[config.mk]
export PLATFORM = sky130hd
export DESIGN_NAME = cmp_frame_stats
export DESIGN_NICKNAME = d
export VERILOG_FILES = /design/src/rtl/cmp_pkg.sv /design/src/rtl/cmp_frame_stats_cmp4.sv /design/src/rtl/cmp_frame_stats.sv
export SDC_FILE = /design/constraint.sdc
export NUM_CORES = 1
export LEC_CHECK = 0
export CAP_MARGIN = 15
export CORE_ASPECT_RATIO = 0.5
export CORE_MARGIN = 1
export CORE_UTILIZATION = 54
export DETAILED_ROUTE_END_ITERATION = 6
export GPL_TIMING_DRIVEN = 0
export PLACE_DENSITY = 0.95
export SYNTH_ARGS = -nofsm -noshare
export SYNTH_HDL_FRONTEND = slang
export SYNTH_SLANG_ARGS = --single-unit
export TNS_END_PERCENT = 10
[constraint.sdc]
create_clock -name clk -period 4.6 [get_ports clk]
set_clock_uncertainty 0.2 [all_clocks]
set_input_delay 0.92 -clock clk [delete_from_list [all_inputs] [get_ports clk]]
set_output_delay 0.92 -clock clk [all_outputs]
set_load 0.01 [all_outputs]
[src/rtl/cmp_pkg.sv]
// cmp_pkg: shared FSM states, default widths and the result record for cmp_frame_stats.
//   CMP_DW / CMP_FRAME_LEN / CMP_CW : default sample width, frame length, counter width
//   cmp_state_t                     : IDLE -> ACCUM -> DONE
//   cmp_rec_t                       : gt/lt/eq counts plus frame max/min (default sizes)
package cmp_pkg;
    localparam int CMP_DW        = 4;
    localparam int CMP_FRAME_LEN = 8;
    localparam int CMP_CW        = $clog2(CMP_FRAME_LEN + 1);
    typedef enum logic [1:0] {CMP_IDLE, CMP_ACCUM, CMP_DONE} cmp_state_t;
    typedef struct packed {
        logic [CMP_CW-1:0] gt;
        logic [CMP_CW-1:0] lt;
        logic [CMP_CW-1:0] eq;
        logic [CMP_DW-1:0] mx;
        logic [CMP_DW-1:0] mn;
    } cmp_rec_t;
endpackage

[src/rtl/cmp_frame_stats_cmp4.sv]
// Comparator4bit: unsigned magnitude comparator, one-hot greater/smaller/equal.
//   a, b    : operands (W bits, unsigned)
//   greater : a > b,  smaller : a < b,  equal : a == b
module Comparator4bit #(
    parameter int W = 4
) (
    input  logic [W-1:0] a,
    input  logic [W-1:0] b,
    output logic [0:0]   greater,
    output logic [0:0]   smaller,
    output logic [0:0]   equal
);
    assign greater = a > b;
    assign smaller = a < b;
    assign equal   = a == b;
endmodule

[src/rtl/cmp_frame_stats.sv]
// cmp_frame_stats: per-frame compare-against-reference statistics (gt/lt/eq counts, max, min).
//   clk, rst_n            : clock, async active-low reset
//   start, ref_data       : begin a frame in IDLE, latching the reference
//   in_valid/in_ready/in_data   : sample stream, accepted only in ACCUM
//   out_valid/out_ready   : result record handshake, valid in DONE
//   gt_cnt/lt_cnt/eq_cnt, max_val/min_val : frame results, held until next accepted start
//   busy                  : high in ACCUM or DONE
module cmp_frame_stats
    import cmp_pkg::*;
#(
    parameter  int DW        = CMP_DW,
    parameter  int FRAME_LEN = CMP_FRAME_LEN,
    localparam int CW        = $clog2(FRAME_LEN + 1)
) (
    input  logic          clk,
    input  logic          rst_n,
    input  logic          start,
    input  logic [DW-1:0] ref_data,
    input  logic          in_valid,
    output logic          in_ready,
    input  logic [DW-1:0] in_data,
    output logic          out_valid,
    input  logic          out_ready,
    output logic [CW-1:0] gt_cnt,
    output logic [CW-1:0] lt_cnt,
    output logic [CW-1:0] eq_cnt,
    output logic [DW-1:0] max_val,
    output logic [DW-1:0] min_val,
    output logic          busy
);
    cmp_state_t    r_state, w_next;
    logic [DW-1:0] r_ref, r_max, r_min;
    logic [CW-1:0] r_gt, r_lt, r_eq, r_idx;
    logic [0:0]    w_gt, w_lt, w_eq;
    logic          w_start, w_hs, w_last;

    Comparator4bit #(.W(DW)) u_cmp (
        .a       (in_data),
        .b       (r_ref),
        .greater (w_gt),
        .smaller (w_lt),
        .equal   (w_eq)
    );

    assign w_start = (r_state == CMP_IDLE) && start;
    assign w_hs    = (r_state == CMP_ACCUM) && in_valid;
    assign w_last  = w_hs && (r_idx == CW'(FRAME_LEN - 1));

    always_ff @(posedge clk or negedge rst_n)
        if (!rst_n) r_state <= CMP_IDLE;
        else        r_state <= w_next;

    always_comb begin
        w_next = r_state;
        if (w_start) w_next = CMP_ACCUM;
        if (w_last) w_next = CMP_DONE;
        if (r_state == CMP_DONE && out_ready) w_next = CMP_IDLE;
    end

    always_ff @(posedge clk or negedge rst_n)
        if (!rst_n) begin
            r_ref <= '0;
            r_gt  <= '0;
            r_lt  <= '0;
            r_eq  <= '0;
            r_idx <= '0;
            r_max <= '0;
            r_min <= '1;
        end else if (w_start) begin
            r_ref <= ref_data;
            r_gt  <= '0;
            r_lt  <= '0;
            r_eq  <= '0;
            r_idx <= '0;
            r_max <= '0;
            r_min <= '1;
        end else if (w_hs) begin
            // comparator outputs are one-hot, so exactly one count advances
            r_gt  <= r_gt + CW'(w_gt[0]);
            r_lt  <= r_lt + CW'(w_lt[0]);
            r_eq  <= r_eq + CW'(w_eq[0]);
            r_idx <= r_idx + CW'(1);
            if (in_data > r_max) r_max <= in_data;
            if (in_data < r_min) r_min <= in_data;
        end

    assign in_ready  = r_state == CMP_ACCUM;
    assign out_valid = r_state == CMP_DONE;
    assign busy      = r_state != CMP_IDLE;
    assign gt_cnt    = r_gt;
    assign lt_cnt    = r_lt;
    assign eq_cnt    = r_eq;
    assign max_val   = r_max;
    assign min_val   = r_min;
endmodule

Yosys cells after proc, flatten, opt, wreduce, memory -nomap -nowiden. Index checks and enable logic that the tools add are counted.

Add/sub/neg operators: 4. $lt $le $gt $ge: 4. Eq/ne operators: 4. Multiplexer cells: 17. Reduce and logical (&&, ||, !) cells: 12.

Operators with widths (count): two-way mux 4 bit (14); adder 4 x 1 -> 4 bit (3); > comparator 4 bit (2); less-than comparator 4 bit (2); nonzero test 2 bit (4); two-way mux 2 bit (3); adder 4 x 1 -> 4 bit, second input constant (1); == test 4 x 3 -> 1 bit, second input constant (1); == test 4 bit (1); logical AND 1 bit (4); AND reduction 2 bit (2); nonzero test 3 bit (1); == test 2 x 1 -> 1 bit, second input constant (1); == test 2 bit, second input constant (1); logical NOT 2 bit (1).

Register bits after elaboration: 30. Input bits: 13. Output and inout bits: 23. Word-level logic and storage cells: 49.

Logic depth before layout (Yosys ltp).
Word-level depth: 5. Depth in mapped cells: 11. Gate-level depth less buffers: 11.

Modules after synthesis. Synthesis repeated with hierarchy kept, for this count alone.

Cell total of the unflattened synthesis: 160. Area, all modules: 1685.4 um2.

Modules (own cells, without submodules): cmp_frame_stats (instances 1, cells an instance 144, area an instance 1556.5 um2, sequential area each 755.7 um2); Comparator4bit (instances 1, cells an instance 16, area an instance 128.9 um2, sequential area each 0.0 um2).

Least setup slack after synthesis. No wires, ideal clock.

Kind: input to register. Start: in in_data[1]. End: reg r_gt[1], in the netlist gt_cnt[1]. Setup time: 0.121 ns. Arrival: 2.359 ns. Data required time: 4.279 ns. Setup slack: 1.920 ns. Cell stages on the path: 8. Buffers on the path: 0. Path through: ha_1 -> nor2b_1 -> o21a_1 -> o21ai_0 -> a21oi_1 -> ha_1 -> ha_1 -> a22o_1.

Longest elaborated chain between the ends: 4.

RTL lines: start: declaration (line cmp_frame_stats.sv:21) `input logic [DW-1:0] in_data,`; > comparator 4 bit (line cmp_frame_stats_cmp4.sv:13) `assign greater = a > b;`; adder 4 x 1 -> 4 bit (line cmp_frame_stats.sv:79) `r_gt <= r_gt + CW'(w_gt[0]);`; two-way mux 4 bit (line cmp_frame_stats.sv:77) `end else if (w_hs) begin`; two-way mux 4 bit (line cmp_frame_stats.sv:69) `end else if (w_start) begin`; end signal: assignment (line cmp_frame_stats.sv:79); end: declaration (line cmp_frame_stats.sv:33) `logic [CW-1:0] r_gt, r_lt, r_eq, r_idx;`.

No other way between the ends. The select of a mux whose other input is x is not followed. A chain may end at the register's enable or synchronous reset.

Worst setup path after layout.
Start: in in_data[1]. End: reg r_gt[2], in the netlist gt_cnt[2].

The elaborated chain is that of the path after synthesis.

==> flow_summary.yaml <==
die:
  fp.dieW_um: 79.9
  num_rows: 13
  coreArea_um2: 2730
  die_area_um2: 3270
  ioPinCount: 36
  die-height_um: 40.9
  initial_core_util_pct: 59.9
routing:
  drc: 0
  routed_via_density: 5.46
  drt_iter0_drc: 94
  num_vias: 1293
  drt_wl_total_um: 3690
  ant_nets: 0
  firstDrtPassIters: 4
  routedWlPerCell_um: 15.5
layout:
  drive_above_1_share_pct: 10.0
  layout.nets: 230
  synthToLayoutAreaGrowth_pct: 30.7
  diodes: 0
yosys:
  synth_area_leaders: "dfrtp_1 (40%), ha_1 (14%), dfstp_2 (6.4%)"
  ys_ff_latch: 30
  synthTopCellsByCount: "dfrtp_1 (26), ha_1 (18), nand2_1 (18)"
  syn-num-nets: 187
  yosys.area.top_type: "dfrtp_1"
  synth_cell_types: 33
  synth_cells: 156
  synth_flop_cell: "dfrtp_1"
  syn_avg_cell_area_um2: 10.5
  synth_warnings: 0
  ys_seq_area_share_pct: 46.2
  synth_edf_count: 0
  synth_top_area_share_pct: 39.8
  async_flop_share_pct: 100
  syn-cell-area_um2: 1640
  synth.most_common_cell: "dfrtp_1"
sta:
  whs_ns: 0.309
  timing.fmax_ghz: 0.317
  maxSlewViolCount: 0
  post-route-min-period_ns: 3.16
  hold_viol: 0
  rsz0062_at_grt: "false"
  tns_ns: 0
  tightest_slew_ns: 0.703
  worst_slack_ns: 1.44
  period_share_pct: 68.6
  finalSetupViolCount: 0
  maxSlewHeadroom_pct: 53.0
global_routing:
  grt_overflow: 0
  track_usage_pct: 25.9
  grt_pass1_vias: 1248
  grt_max_degree: 17
  antenna_found_initial: 0
  grt_pass1_wl_um: 5820
cts:
  cts-root-buf: "clkbuf_8"
  cts_resized: 0
  cts_inserted_buffers: 5
  ctsLongestPathBuffers: 2
  cts_tree: "built"
  clkSlewWorstSetupHoldPaths_ns: 0.06
  numClockSinks: 30
  htreeDepth: 2
  postCtsSetupRepairBufs: 0
  hold_buffers: 0
  clock_latency_ns: 0.28
min_path:
  hold_class: "flop to flop"
placed_design:
  hpwlAfterDp_um: 2600
  gp_congestion: 0.786
  io_buffers: 35
  place_ws_ns: 1.19
critical_path:
  cpPeakStageDelay_ns: 0.52
  crit_fanout: 5
  arrival_ns: 3.12
  path_buf_inv: 1
  path_class: "input pin to flop"
  cp_top_family: "adder cells"
  required_ns: 4.56
  worst_path_max_delay_cell: "clkdlybuf4s50_1"
  crit_chain: "clkdlybuf4s50_1 -> ha_1 -> nor2b_1 -> o21a_1 -> o21ai_0 -> a21oi_1 -> ha_1 -> ha_1 -> nand2_1 -> xor2_1 -> nor2_1"
  cpMostUsedCell: "ha_1"
  worstSetupEndpointType: "flop"
  start_kind: "input pin"
outcome:
  status: "completed"
pwr:
  cellLeakagePower_nw: 1.00
  max-vdd-ir-drop_mv: 0.380
  power_density_nw_per_um2: 643
run:
  cap_viol_max_count: 0
worst register-to-register path, cell delays in order, from the launching register on:
cell and delay, ns:
dfrtp_1 0.36, inv_1 0.08, ha_1 0.25, nor2b_1 0.14
o21a_1 0.15, o21ai_0 0.21, a21oi_1 0.11, ha_1 0.21
ha_1 0.20, nand2_1 0.08, xor2_1 0.16, nor2_1 0.05
path summary, 6_finish.rpt:
check	cells after the start	start	to	slack, ns
min in group asynchronous	1	rst_n	r_idx[1]	0.86
hold / removal	2	r_ref[0]	r_ref[0]	0.31
max in group asynchronous	2	rst_n	min_val[2]	2.70
setup reg to reg	11	r_ref[1]	gt_cnt[2]	2.29
hold reg to reg	2	r_ref[0]	r_ref[0]	0.31
setup / recovery	11	in_data[1]	gt_cnt[2]	1.44
flip-flops by register name, indices dropped and copies added (netlist names):
| register | flops |
|---|---|
| min_val | 4 |
| r_state | 2 |
| eq_cnt | 4 |
| lt_cnt | 4 |
| gt_cnt | 4 |
| r_idx | 4 |
| r_ref | 4 |
| max_val | 4 |
cell usage in the layout, fill, tap and decap left out, types with 5 or more instances in the layout:
cell type / n
a22o_1: 8
clkdlybuf4s50_1: 35
xor2_1: 8
nand4_1: 5
dfrtp_1: 26
inv_1: 15
nand2_1: 18
nor2_1: 15
ha_1: 18
clkbuf_8: 6
stage by stage:
stage | utilization, % | area (um2) | power [mW] | cells
finish | 78.3 | 2140 | 1.38 | 237
floorplan | - | 1640 | 0.867 | 156
detailed placement | 75.0 | 2050 | 1.15 | 229
global placement | 74.4 | 2030 | 1.10 | 228
global route | 78.3 | 2140 | 1.49 | 237
CTS | 78.3 | 2140 | 1.38 | 237
cell type report:
cell class | count | area [um2]
Buffer | 4 | 28.8
Sequential cell | 30 | 756
Inverter | 15 | 56.3
Multi-Input combinational cell | 107 | 796
Clock inverter | 1 | 5.00
Clock buffer | 7 | 86.3
Timing Repair Buffer | 36 | 365
Tap cell | 37 | 46.3
Fill cell | 155 | 593
kinds of logic (layout without fill, tap and decap cells):
logic type / after synthesis / after routing / synth area share [%]
and+or+nand+nor: 51 / 51 / 15.3
DFF: 30 / 30 / 46.2
AOI/OAI and AO/OA: 25 / 25 / 12.1
buffers and inverters: 19 / 63 / 5.20
adders and majority gates: 18 / 18 / 13.8
xor gates and xnor gates: 9 / 9 / 4.82
muxes: 4 / 4 / 2.68
routing by layer:
layer	part of all wire [%]	track usage, %
met1	43	30.2
met2	51	46.8
met4	2.0	11.6
met3	4.3	7.78
met5	0	0
where the power goes:
group	total, mW	leakage (nW)	internal [mW]	switching, mW
Sequential	0.480	0.366	0.393	0.0868
Combinational	0.678	0.590	0.352	0.325
Clock	0.219	0.0482	0.121	0.0984
Power figures use the tool's default switching activity.
